<file path="config.mk">
export PLATFORM = sky130hd
export DESIGN_NAME = ama_riscv_widen_seq
export DESIGN_NICKNAME = d
export VERILOG_FILES = /design/src/rtl/ama_riscv_widen_seq.sv
export SDC_FILE = /design/constraint.sdc
export NUM_CORES = 1
export LEC_CHECK = 0
export CAP_MARGIN = 20
export CORE_MARGIN = 4
export CORE_UTILIZATION = 53
export DETAILED_ROUTE_END_ITERATION = 7
export PLACE_DENSITY = 0.86
export SKIP_LAST_GASP = 1
export SYNTH_ARGS = -nofsm -noshare
export SYNTH_HDL_FRONTEND = slang
export SYNTH_SLANG_ARGS = --single-unit
</file>
<file path="constraint.sdc">
create_clock -name clk -period 2.4 [get_ports clk]
set_clock_uncertainty 0.2 [all_clocks]
set_input_delay 0.72 -clock clk [delete_from_list [all_inputs] [get_ports clk]]
set_output_delay 0.72 -clock clk [all_outputs]
set_load 0.005 [all_outputs]
</file>
<file path="src/rtl/ama_riscv_widen_seq.sv">
// SIMD widening sequencer: widens a 32-bit operand to 64 bits and drains it as two writeback beats (rd, rd+1).
// Optional perf counters are compiled in with AMA_RISCV_WIDEN_SEQ_PERF_EN.

package ama_riscv_widen_pkg;
  typedef enum logic [2:0] {
    WIDEN_OP_16  = 3'd0,
    WIDEN_OP_16U = 3'd1,
    WIDEN_OP_8   = 3'd2,
    WIDEN_OP_8U  = 3'd3,
    WIDEN_OP_4   = 3'd4,
    WIDEN_OP_4U  = 3'd5,
    WIDEN_OP_2   = 3'd6,
    WIDEN_OP_2U  = 3'd7
  } widen_op_t;
endpackage

module ama_riscv_data_fmt
  import ama_riscv_widen_pkg::*;
(
  input  logic [2:0]  op_i,
  input  logic [31:0] data_i,
  output logic [63:0] s_o
);

  logic sgn_s;

  // Signedness of the selected op
  always_comb begin
    sgn_s = 1'b0;
    case (widen_op_t'(op_i))
      WIDEN_OP_16, WIDEN_OP_8, WIDEN_OP_4, WIDEN_OP_2: sgn_s = 1'b1;
      default: sgn_s = 1'b0;
    endcase
  end

  // Every element of the operand is extended to twice its width, in place order
  always_comb begin
    s_o = 64'd0;
    case (widen_op_t'(op_i))
      WIDEN_OP_16, WIDEN_OP_16U: begin
        for (int i = 0; i < 2; i++)
          s_o[i*32 +: 32] = {{16{sgn_s & data_i[i*16+15]}}, data_i[i*16 +: 16]};
      end
      WIDEN_OP_8, WIDEN_OP_8U: begin
        for (int i = 0; i < 4; i++)
          s_o[i*16 +: 16] = {{8{sgn_s & data_i[i*8+7]}}, data_i[i*8 +: 8]};
      end
      WIDEN_OP_4, WIDEN_OP_4U: begin
        for (int i = 0; i < 8; i++)
          s_o[i*8 +: 8] = {{4{sgn_s & data_i[i*4+3]}}, data_i[i*4 +: 4]};
      end
      WIDEN_OP_2, WIDEN_OP_2U: begin
        for (int i = 0; i < 16; i++)
          s_o[i*4 +: 4] = {{2{sgn_s & data_i[i*2+1]}}, data_i[i*2 +: 2]};
      end
      default: s_o = 64'd0;
    endcase
  end

endmodule

module ama_riscv_widen_seq_chk (
  input logic        clk,
  input logic        rst_n,
  input logic        wb_valid_i,
  input logic        wb_last_i,
  input logic        st_idle_i,
  input logic        st_lo_i,
  input logic        st_hi_i,
  input logic [31:0] wb_data_i,
  input logic [31:0] res_lo_i
);

  // A beat is presented exactly when the sequencer is busy; only HI may flag last
  always @(posedge clk) begin
    if (rst_n) begin
      assert (wb_valid_i == !st_idle_i);
      assert (!wb_last_i || st_hi_i);
      assert (!st_lo_i || (wb_data_i == res_lo_i));
    end
  end

endmodule

module ama_riscv_widen_seq #(
  parameter int RD_W    = 5,
  parameter bit SKIP_X0 = 1'b1
) (
  input  logic            clk,
  input  logic            rst_n,
  input  logic            flush_i,
  input  logic            in_valid_i,
  output logic            in_ready_o,
  input  logic [2:0]      in_op_i,
  input  logic [31:0]     in_data_i,
  input  logic [RD_W-1:0] in_rd_i,
  output logic            wb_valid_o,
  input  logic            wb_ready_i,
  output logic [RD_W-1:0] wb_rd_o,
  output logic [31:0]     wb_data_o,
  output logic            wb_last_o
`ifdef AMA_RISCV_WIDEN_SEQ_PERF_EN
  ,
  output logic [31:0]     perf_ops_o,
  output logic [31:0]     perf_stall_o
`endif
);

  typedef enum logic [1:0] {
    ST_IDLE = 2'd0,
    ST_LO   = 2'd1,
    ST_HI   = 2'd2
  } state_e;

  localparam logic [RD_W-1:0] RD_ONE  = {{(RD_W-1){1'b0}}, 1'b1};
  localparam logic [RD_W-1:0] RD_ZERO = {RD_W{1'b0}};

  state_e            state_q;
  logic [63:0]       res_q;
  logic [RD_W-1:0]   rd_q;
  logic              wb_valid_q;
  logic [RD_W-1:0]   wb_rd_q;
  logic [31:0]       wb_data_q;
  logic              wb_last_q;

  logic [63:0]       fmt_s;
  logic [RD_W-1:0]   rd_hi_s;
  logic [RD_W-1:0]   in_rd_hi_s;
  logic              skip_lo_s;
  logic              skip_hi_s;
  logic              retire_s;
  logic              in_ready_s;
  logic              accept_s;

  ama_riscv_data_fmt u_fmt (
    .op_i   (in_op_i),
    .data_i (in_data_i),
    .s_o    (fmt_s)
  );

  // Retire/accept decisions; a skipped HI lets the op retire on the LO handshake
  always_comb begin
    rd_hi_s    = rd_q + RD_ONE;
    in_rd_hi_s = in_rd_i + RD_ONE;
    skip_lo_s  = SKIP_X0 && (in_rd_i == RD_ZERO);
    skip_hi_s  = SKIP_X0 && (rd_hi_s == RD_ZERO);
    retire_s   = wb_ready_i && ((state_q == ST_HI) || ((state_q == ST_LO) && skip_hi_s));
    in_ready_s = !flush_i && ((state_q == ST_IDLE) || retire_s);
    accept_s   = in_valid_i && in_ready_s;
  end

  assign in_ready_o = in_ready_s;
  assign wb_valid_o = wb_valid_q;
  assign wb_rd_o    = wb_rd_q;
  assign wb_data_o  = wb_data_q;
  assign wb_last_o  = wb_last_q;

  // Beat sequencer: beat registers are loaded only on accept or after a handshake
  always_ff @(posedge clk or negedge rst_n) begin
    if (!rst_n) begin
      state_q    <= ST_IDLE;
      res_q      <= 64'd0;
      rd_q       <= RD_ZERO;
      wb_valid_q <= 1'b0;
      wb_rd_q    <= RD_ZERO;
      wb_data_q  <= 32'd0;
      wb_last_q  <= 1'b0;
    end else if (flush_i) begin
      state_q    <= ST_IDLE;
      wb_valid_q <= 1'b0;
      wb_last_q  <= 1'b0;
    end else if (accept_s) begin
      res_q      <= fmt_s;
      rd_q       <= in_rd_i;
      wb_valid_q <= 1'b1;
      if (skip_lo_s) begin
        state_q   <= ST_HI;
        wb_rd_q   <= in_rd_hi_s;
        wb_data_q <= fmt_s[63:32];
        wb_last_q <= 1'b1;
      end else begin
        state_q   <= ST_LO;
        wb_rd_q   <= in_rd_i;
        wb_data_q <= fmt_s[31:0];
        wb_last_q <= 1'b0;
      end
    end else if ((state_q == ST_LO) && wb_ready_i) begin
      if (skip_hi_s) begin
        state_q    <= ST_IDLE;
        wb_valid_q <= 1'b0;
        wb_last_q  <= 1'b0;
      end else begin
        state_q   <= ST_HI;
        wb_rd_q   <= rd_hi_s;
        wb_data_q <= res_q[63:32];
        wb_last_q <= 1'b1;
      end
    end else if ((state_q == ST_HI) && wb_ready_i) begin
      state_q    <= ST_IDLE;
      wb_valid_q <= 1'b0;
      wb_last_q  <= 1'b0;
    end else begin
      state_q <= state_q;
    end
  end

`ifdef AMA_RISCV_WIDEN_SEQ_PERF_EN
  logic [31:0] perf_ops_q;
  logic [31:0] perf_stall_q;

  // Retired-op and backpressure counters; frozen during flush
  always_ff @(posedge clk or negedge rst_n) begin
    if (!rst_n) begin
      perf_ops_q   <= 32'd0;
      perf_stall_q <= 32'd0;
    end else if (!flush_i) begin
      if (retire_s) begin
        perf_ops_q <= perf_ops_q + 32'd1;
      end
      if (wb_valid_q && !wb_ready_i) begin
        perf_stall_q <= perf_stall_q + 32'd1;
      end
    end
  end

  assign perf_ops_o   = perf_ops_q;
  assign perf_stall_o = perf_stall_q;
`endif

  ama_riscv_widen_seq_chk u_chk (
    .clk        (clk),
    .rst_n      (rst_n),
    .wb_valid_i (wb_valid_q),
    .wb_last_i  (wb_last_q),
    .st_idle_i  (state_q == ST_IDLE),
    .st_lo_i    (state_q == ST_LO),
    .st_hi_i    (state_q == ST_HI),
    .wb_data_i  (wb_data_q),
    .res_lo_i   (res_q[31:0])
  );

endmodule

</file>
Word level (Yosys, flattened, before mapping)
Index checks and enable logic that the tools add are counted.
Storage, ports and cells
  input port bits: 45
  flip-flop bits (word level): 110
Cells by class
  add/subtract/negate cells: 2
  multiplexer cells: 26
  reductions and logical operators: 23
  bitwise gates (word level): 17
  equal/unequal tests: 11
Operator list (number)
  $pmux 64 s4: 1
  $mux 32: 4
  $mux 5: 4
  $and 1x1->1: 16
  $eq 3x3->1 const B: 4
  $mux 2: 6
  $mux 1: 11
  $add 5x1->5 const B: 2
  $logic_not 5->1: 2
  $reduce_or 2->1: 4
  $eq 3x2->1 const B: 2
  $logic_and 1x1->1: 6
  $ne 4x4->1 const B: 1
  $reduce_and 2->1: 2
  $reduce_bool 4->1: 1
  $reduce_or 4->1: 1
  $eq 3x1->1 const B: 1
  $logic_not 3->1: 1
  $reduce_and 3->1: 1
  $eq 2x1->1 const B: 1
  $eq 2x2->1 const B: 1
  $logic_not 2->1: 1
  $logic_or 1x1->1: 2
  $ne 2x1->1 const B: 1
  other kinds (3): 3

Depth between registers and ports, before layout
  depth in word-level cells: 10
  depth in mapped cells: 9
  depth with buffers taken out: 7

Cells and area by module
From an unflattened synthesis, not the netlist that was laid out.
Unflattened totals
  cells, all modules: 535
  area, all modules: 4899.7 µm²
Modules (own cells, without submodules)
  ama_riscv_widen_seq: times used 1, cells an instance 372, area each 3817.4 µm²
  ama_riscv_data_fmt: times used 1, cells an instance 163, area each 1082.3 µm²

Least setup slack after synthesis
OpenSTA, ideal clock, no wires.
  path type: input to register
  start point: in in_rd_i[1]
  end point: reg wb_data_q[16] (netlist: wb_data_o[16])
  arrival time: 2238 ps
  buffers on the path: 1
  library setup time: 95 ps
  stages on the path: 8
  data required time: 2105 ps
  slack: -134 ps
  cell sequence: inv_1 -> ha_1 -> or4b_1 -> clkbuf_1 -> mux2i_1 -> nor4_1 -> nor3_1 -> o31ai_1
On the way
  cells in the longest elaborated chain, start to end: 3
RTL lines
  start, declared: RTL line 96  | input logic [RD_W-1:0] in_rd_i,
  $logic_not 5->1: RTL line 145  | skip_lo_s = SKIP_X0 && (in_rd_i == RD_ZERO);
  $mux 32: RTL line 176  | if (skip_lo_s) begin
  $mux 32: RTL line 172  | end else if (accept_s) begin
  end signal, assigned: RTL line 179  | wb_data_q <= fmt_s[63:32];
  end signal, assigned: RTL line 184  | wb_data_q <= fmt_s[31:0];
  end signal, assigned: RTL line 195  | wb_data_q <= res_q[63:32];
  end, declared: RTL line 123  | logic [31:0] wb_data_q;
Every way passes these cells.
A chain may end at the register's enable or synchronous reset.

Final worst setup path
  start point: reg rd_q[0]
  end point: reg wb_data_q[22] (netlist: wb_data_o[22])
On the way
  cells in the longest elaborated chain, start to end: 10
  elaborated cells between the ends (all ways): 12
RTL lines
  start, declared: RTL line 120  | logic [RD_W-1:0] rd_q;
  start signal, assigned: RTL line 174  | rd_q <= in_rd_i;
  $add 5x1->5 *: RTL line 143  | rd_hi_s = rd_q + RD_ONE;
  $logic_not 5->1 *: RTL line 146  | skip_hi_s = SKIP_X0 && (rd_hi_s == RD_ZERO);
  $logic_and 1x1->1: RTL line 147  | retire_s = wb_ready_i && ((state_q == ST_HI) || ((state_q == ST_LO) && skip_hi_s));
  $logic_or 1x1->1: RTL line 147
  $logic_and 1x1->1: RTL line 147
  $logic_or 1x1->1: RTL line 148  | in_ready_s = !flush_i && ((state_q == ST_IDLE) || retire_s);
  $logic_and 1x1->1: RTL line 148
  $logic_and 1x1->1: RTL line 149  | accept_s = in_valid_i && in_ready_s;
  $ne 2x1->1 (no line) or $reduce_bool 2->1 (tied branches)
  $reduce_and 3->1 (no line)
Every way passes the cells marked *; elsewhere a longest branch is shown, timed or not.

==> metrics.cfg <==
[floorplan]
dieArea_sq_um=9930
ios=85
fp-row-count=33
die_y_um=99.6
die_w_um=99.6
initial_core_util_pct=54.4
core-area_sq_um=8180

[global_routing]
grtUsageTotal_pct=34.1
antenna_found_initial=0
grt_overflow=0
grt_pass1_wl_um=26600
grt_pass1_vias=5172
grt_max_degree=49

[cts]
ctsLongestPathBuffers=2
h-tree-depth=3
numCtsBuffers=9
cts_tree=yes
clock_sinks=75
cts_hold_buf=0
clkTransAtPathRegs_ns=0.11
clockRootBuffer=clkbuf_8
insertion_delay_ns=0.37

[critical_path]
r2r_slack_ns=-0.44
crit_arrival_ns=2.89
cp-endpoint=wb_data_o[22]
rr_endpoint=wb_data_o[22]
worstPathRequired_ns=2.45
cp-startpoint=rd_q[0]
start_kind=flop
criticalPathCategory=reg -> reg
rr_worst_depth=11
cp_max_fo=7
endpoint_kind=flop
r2r-start=rd_q[0]

[route]
wl_um=19900
viasPerCell=6.61
drt_pass1_iterations=8
drc_errors=0
wl_per_cell_um=22.8
vias=5787
first_iter_violations=956
antenna_left=0

[worst_hold_path]
hold_path_class=in -> async

[synth]
synth_ff_type=dfrtp_1
yosys.area.top_type_share_pct=42.2
synth-seq-cells=75
synthesis.area_sq_um=4450
synth_area_leaders=dfrtp_1 (42%), nand2_1 (9.6%), a21oi_1 (5.2%), a31oi_1 (4.6%), nor2_1 (4.6%)
yosysWarnings=0
synthArstFlopShare_pct=100
synthCells=551
synth_top_cell_by_area=dfrtp_1
syn_nets=599
synth_edf_count=0
synth.avg_cell_area_sq_um=8.07
seq_area_frac_synth_pct=42.2
ys_types=60

[placed_design]
routabilityCongestion=0.967
port-buffer-count=84
hpwl_um=11900

[power_and_ir_drop]
p_clk_share_pct=22.4
pwr-share-comb_pct=41.3
seq_power_share_pct=36.3
power.total_mw=5.28
vdd_drop_max_mv=0.482
switching_share_pct=34.2
power_density_nw_per_um2=715
p_sw_mw=1.80
p_int_mw=3.47
p_leak_nw=3.26

[final_layout]
fillerInstances=361
final_cell_mix=buf_4 (135), nand2_1 (100), clkdlybuf4s50_1 (79)
layout-drive-gt1-share_pct=33.2
final_core_util_pct=90.2
final_common_cell=buf_4
areaGrowthSynthToFinish_pct=65.8
nets=814
num_antenna_cells=0

[timing]
tightest_slew_ns=0.747
rsz0062_at_grt=yes
layout_min_cycle_time_ns=2.84
timing.final.crit_share_pct=118
fmax_mhz=352
drv_slew=0
finalSetupViolCount=76
maxSlewHeadroom_pct=49.7
hold_viol=0
fin_ws_ns=-0.443

[status]
outcome=finished with violations
violations=setup timing

[job]
drv_cap=0

## flip-flops by register name, summed over array words and instances (netlist names)
signal,count
wb_data_o,31
state_q,2
rd_q,5
wb_valid_o,1
res_q,31
wb_rd_o,5
## worst max-delay path: stages (launching register included)
cell and delay (ns):
dfrtp_2 0.46, a211o_1 0.35, buf_4 0.15, buf_4 0.12, buf_4 0.13, a2111oi_4 0.30, buf_4 0.21, or2_4 0.17
buf_12 0.15, buf_12 0.12, nand3_1 0.10, a31oi_1 0.28
## per-stage QoR
step                cells  setup WS [ns]  setup TNS (ns)  hold slack [ns]  cell area [sq um]
finish                876         -0.443          -20.97           0.0893               7380
global route          876         -0.600          -24.18            0.108               7380
CTS                   854         -0.281           -2.82           0.0880               6870
floorplan             551        -0.0627          -0.125            0.224               4510
detailed placement    825         -0.851          -37.71            0.256               6390
global placement      825         -0.757          -33.10            0.244               6390
## cell families (layout without fill, tap and decap cells)
family	count (synthesis)	after routing	share of synthesized area [%]
adders and majority gates	3	3	0.844
buffers and inverters	54	274	5.46
xor gates and xnor gates	3	3	0.591
and+or+nand+nor	236	236	23.8
muxes	7	7	1.88
AOI/OAI and AO/OA	173	173	25.2
DFF	75	75	42.2
## cells in the mapped netlist (5+ instances only)
cell type  instances
nand2_1          114
clkbuf_1          31
a31o_2             6
a31oi_1           33
inv_1              5
nor2b_1           13
buf_2              5
buf_1              5
o31ai_1           11
buf_4              5
o21ai_0           28
a211oi_1           5
a221oi_1          10
dfrtp_1           75
nor3_1             5
a21oi_1           46
o22ai_1            6
a22oi_1            6
nand3_1           17
nor2_1            55
nand2b_1           5
mux2i_1            5
## repair_timing
item	4_1_cts	5_1_grt
pin swaps	24	21
gates cloned	2	5
resized for setup	38	75
setup endpoints to repair	62	74
setup buffers	11	19
## power groups by stage
stage | clock, mW | combinational, mW | sequential (mW)
floorplan | 0 | 0.708 | 1.86
finish | 1.18 | 2.18 | 1.91
CTS | 1.16 | 1.87 | 1.86
global route | 1.23 | 2.31 | 1.93
detailed placement | 0 | 1.78 | 1.88
global placement | 0 | 1.72 | 1.86
## metal layers
layer	up-vias	routed length (um)	share of wire [%]	global-route usage, %
li1	2408	-	-	-
met5	-	0	0	0
met4	0	1460	7.3	17.2
met3	161	2370	12	5.75
met2	553	9090	46	54.8
met1	2665	7020	35	44.4
## worst min-delay path by stage
stage,slack (ns),to,cells past startpoint,start
4_1_cts,0.09,res_q[34],1,rst_n
6_report,0.09,res_q[36],1,rst_n
3_5_place_dp,0.26,res_q[50],2,res_q[50]
5_1_grt,0.11,wb_data_o[15],1,rst_n
2_1_floorplan,0.22,rd_q[0],0,rst_n
3_3_place_gp,0.24,res_q[50],2,res_q[50]
## cell type report
type | count | area (sq um) | share of cell area [%]
well taps | 105 | 131 | 1.78
flip-flops and latches | 75 | 1880 | 25.5
repair buffers | 252 | 2450 | 33.3
inverters | 6 | 40.0 | 0.543
multi-input cells | 422 | 2640 | 35.7
clock buffers | 11 | 151 | 2.05
clock inverters | 5 | 83.8 | 1.14
Note: power is estimated with default switching activity, not from simulation.
==> edit 1, RTL diff (same flow settings) <==
Build with the macro `AMA_RISCV_WIDEN_SEQ_PERF_EN` defined.
--- a/src/rtl/ama_riscv_widen_seq.sv
+++ b/src/rtl/ama_riscv_widen_seq.sv
@@ -1,5 +1,7 @@
 // SIMD widening sequencer: widens a 32-bit operand to 64 bits and drains it as two writeback beats (rd, rd+1).
 // Optional perf counters are compiled in with AMA_RISCV_WIDEN_SEQ_PERF_EN.
+
+`define AMA_RISCV_WIDEN_SEQ_PERF_EN
 
 package ama_riscv_widen_pkg;
   typedef enum logic [2:0] {
Behaviour (old outputs only; new: perf_ops_o and perf_stall_o): same outputs for any inputs over 4 cycles, from zero or initial values and one cycle with rst_n low; that may be too few to reach the edited logic, so the function may still have changed.
==> edit 1 against the unedited design <==
The run still ends with setup timing left. Total power is 60% higher. Wire length is 42% higher. Global-route usage is 3.0 points lower. Sequential cell count is 64 higher. Combinational power is 3% higher. Area after synthesis is 72% higher. Setup slack better by 0.015 ns. Die area is 65% higher. Design area is 53% higher. Core utilization is 9.6 points lower. Critical path depth is 6 lower. Critical path type is now reg -> out. Highest routed layer is now met5.
==> edit 1: results <==
set metrics [dict create \
    synth-compound-area-share_pct 16.23 \
    vdd_drop_max_mv 0.5029 \
    slowest_stage "dfrtp_1" \
    grt_pass1_wl_um 40390 \
    drive_gt1_share_pct 23.87 \
    synth_common_cells "139 x dfrtp_1, 128 x nand2_1, 67 x nor2_1, 39 x o21ai_0, 34 x xor2_1" \
    p_leak_uw 0.005152 \
    violations "setup timing" \
    ys_warn_count 0 \
    clock_latency_ns 0.44 \
    grt_pass1_vias 7724 \
    crit_start "rd_q[0]$_DFFE_PN0P_" \
    cts.path.max_buffers 2 \
    n_fill_cell 770 \
    io_buffers 148 \
    hold_path_class "in -> async" \
    gp_congestion 0.9306 \
    syn_nets 856 \
    setup_viol 25 \
    synthAdderAreaFrac_pct 0.9488 \
    finalHoldViolCount 0 \
    viasPerCell 6.258 \
    ys_top_cells_by_area "dfrtp_1 45%, nand2_1 6.3%, xor2_1 3.9%" \
    drt_iter0_markers 886 \
    setup_ws_ns -0.4278 \
    finalSetupTns_ns -1.188 \
    synth.area.mux_share_pct 2.274 \
    slowest_delay_ns 0.45 \
    cp_top_family "compound AO/OA/AOI/OAI gates" \
    critPathMaxFanout 3 \
    nets 1123 \
    status "finished, violations left" \
    arrival_ns 1.91 \
    cts-htree-levels 4 \
    grtUsageTotal_pct 31.06 \
    root_buffer "clkbuf_16" \
    use_met1_pct 38.26 \
    yosys.area_share.xor_xnor_pct 7.443 \
    firstDrtPassIters 5 \
    clk_pin_slew_ns 0.06 \
    wl_per_cell_um 22.42 \
    cts_buffers 17 \
    use_met2_pct 52.71 \
    ys_async_sr_fraction_pct 100.0 \
    synth_seq_area_share_pct 45.48 \
    grt_antenna_before_repair 1 \
    grt_start_max_net_pins 53 \
    use_met3_pct 6.875 \
    max_slew.worst_pin.slew_ns 0.5343 \
    dpl.hpwl_um 16490 \
    yosysUniqueCellTypes 75 \
]
## edit 1: cell count changes in the layout (fill, tap and decap cells not counted), sizes merged, moves of 13 or more
cell / delta
xor2: +34
inv: +20
nor2: +13
buf: -20
a21oi: -20
xnor2: +28
clkdlybuf4s50: +58
dfrtp: +64
o21ai: +15
a31oi: -15
nor3: +21
nand2: +14
## edit 1: cells by family (layout without fill, tap and decap cells)
logic type | after synthesis | count (layout)
other | 0 | 1
DFF | 139 | 139
xor gates and xnor gates | 65 | 65
adders and majority gates | 6 | 6
AOI/OAI and AO/OA | 169 | 170
buffers and inverters | 72 | 350
and+or+nand+nor | 341 | 341
muxes | 14 | 14
## edit 1: layout make-up
class	count	area, um^2	share of cell area, %
clock inverter	14	242.7	2.152
inverter	25	93.84	0.8319
sequential	139	3485	30.89
tap	180	225.2	1.996
antenna	1	2.502	0.02218
clock buffer	17	425.4	3.771
multi-input combinational	596	4001	35.47
timing repair buffer	294	2805	24.87
## edit 1: per-layer routing
layer / up-vias / share of wire [%]
met5: - / 0.046
met3: 136 / 8.2
met2: 578 / 49
met4: 2 / 4.9
li1: 3399 / -
met1: 3808 / 37
## edit 1: worst paths after layout
check | to | slack (ns) | depth (start not counted)
max in group asynchronous | perf_stall_o[17]$_DFFE_PN0P_ | 1.32 | 2
min in group clk | res_q[56]$_DFFE_PN0P_ | 0.28 | 2
setup reg to reg | wb_data_o[16]$_DFFE_PN0P_ | -0.10 | 8
setup / recovery | in_ready_o | -0.43 | 5
hold / removal | perf_stall_o[14]$_DFFE_PN0P_ | 0.04 | 1
hold reg to reg | res_q[56]$_DFFE_PN0P_ | 0.28 | 2
## edit 1: power breakdown
group | internal [uW] | switching [uW] | total, uW
clock | 1950 | 1100 | 3050
combinational | 1210 | 1040 | 2240
sequential | 2770 | 363 | 3130
total | 5930 | 2500 | 8430
## edit 1: repair_timing
action                                  CTS  global route
pin swaps                                 6            18
endpoints found under the setup margin   55            63
hold buffers                              0             0
endpoints found under the hold margin     0             0
setup buffers                             5            13
resized for setup                        24            38
gates cloned                              1             4
## edit 1: worst register-to-register path, cell delays in order (launching register included)
cell,delay [ns]
dfrtp_1,0.45
a211o_4,0.37
a211oi_4,0.29
buf_4,0.15
buf_4,0.13
o21a_2,0.19
buf_12,0.18
o221ai_1,0.20
a22oi_2,0.25
## edit 1: through the flow
step | cells | worst slack [ns] | utilization [%] | total power, uW | area (um^2)
global route | 1265 | -0.5004 | 80.63 | 8730 | 11280
global placement | 1211 | -0.7060 | 72.84 | 5052 | 10190
finish | 1266 | -0.4278 | 80.64 | 8429 | 11280
CTS | 1248 | -0.3647 | 78.23 | 8187 | 10940
detailed placement | 1211 | -0.7672 | 72.84 | 5124 | 10190
floorplan | 806 | 0.01492 | - | 3899 | 7649
==> edit 2, RTL diff (config.mk and constraints unchanged) <==
Without the edit above. Re-encode `state_e` (3 states) as one-hot, 3 bits wide.
--- a/src/rtl/ama_riscv_widen_seq.sv
+++ b/src/rtl/ama_riscv_widen_seq.sv
@@ -106,10 +106,10 @@
 `endif
 );
 
-  typedef enum logic [1:0] {
-    ST_IDLE = 2'd0,
-    ST_LO   = 2'd1,
-    ST_HI   = 2'd2
+  typedef enum logic [2:0] {
+    ST_IDLE = 3'b001,
+    ST_LO   = 3'b010,
+    ST_HI   = 3'b100
   } state_e;
 
   localparam logic [RD_W-1:0] RD_ONE  = {{(RD_W-1){1'b0}}, 1'b1};
Function: same outputs for any inputs over 4 cycles, from zero or initial values and one cycle with rst_n low; so few cycles prove little.
==> edit 2 against the unedited design <==
The run still ends with setup timing left. Total power rose by 18%. Maximum frequency rose by 11%. Design area fell by 7.0%. Area after synthesis rose by 5.9%. Sequential cell count rose by 1. Combinational power rose by 33%. Via count fell by 18%. Wire length fell by 20%. Setup slack improved by 0.29 ns. Critical path type is now reg -> out.
==> edit 2: results <==
set metrics [dict create \
    finalSetupTns_ns -1.043 \
    drt_iter0_markers 304 \
    total_power_uw 6212 \
    clock_latency_ns 0.35 \
    grtUsageTotal_pct 29.47 \
    dpl.hpwl_um 10590 \
    yosysUniqueCellTypes 54 \
    drt-total-wl_um 15970 \
    use_met3_pct 5.597 \
    clk_pin_slew_ns 0.08 \
    crit_start "rd_q[1]$_DFFE_PN0P_" \
    setup_ws_ns -0.1522 \
    setup_viol 26 \
    nets 698 \
    use_met1_pct 38.17 \
    wl_per_cell_um 20.96 \
    pwr-share-clk_pct 15.5 \
    place_ws_ns -0.8937 \
    violations "setup timing" \
    vdd_drop_max_mv 0.4800 \
    synth_cells 472 \
    rr_worst_depth 8 \
    status "finished, violations left" \
    ys_ff_latch 76 \
    max_slew.worst_pin.slew_ns 0.4813 \
]
edit 2: cell types whose count changed after synthesis, moves of 13 or more:
cell,before,now
nor2_1,55,19
clkbuf_1,31,18
mux2_4,0,24
a31oi_1,33,2
mux2i_1,5,64
nand2_1,114,35
edit 2: what timing repair did:
action,CTS,global route
buffers inserted,13,3
endpoints found under the setup margin,74,64
gates cloned,1,7
pin swaps,3,7
resized for setup,27,24
edit 2: cells by family (layout without fill, tap and decap cells):
family | Yosys count | in the layout | share of synthesized area, %
AO/OA/AOI/OAI | 140 | 140 | 18.96
XOR/XNOR | 5 | 5 | 0.9296
adder cells (fa/ha/maj) | 3 | 3 | 0.7969
buffers and inverters | 52 | 234 | 5.365
flip-flops | 76 | 76 | 40.40
multiplexers | 94 | 94 | 22.92
AND/OR/NAND/NOR | 102 | 102 | 10.62
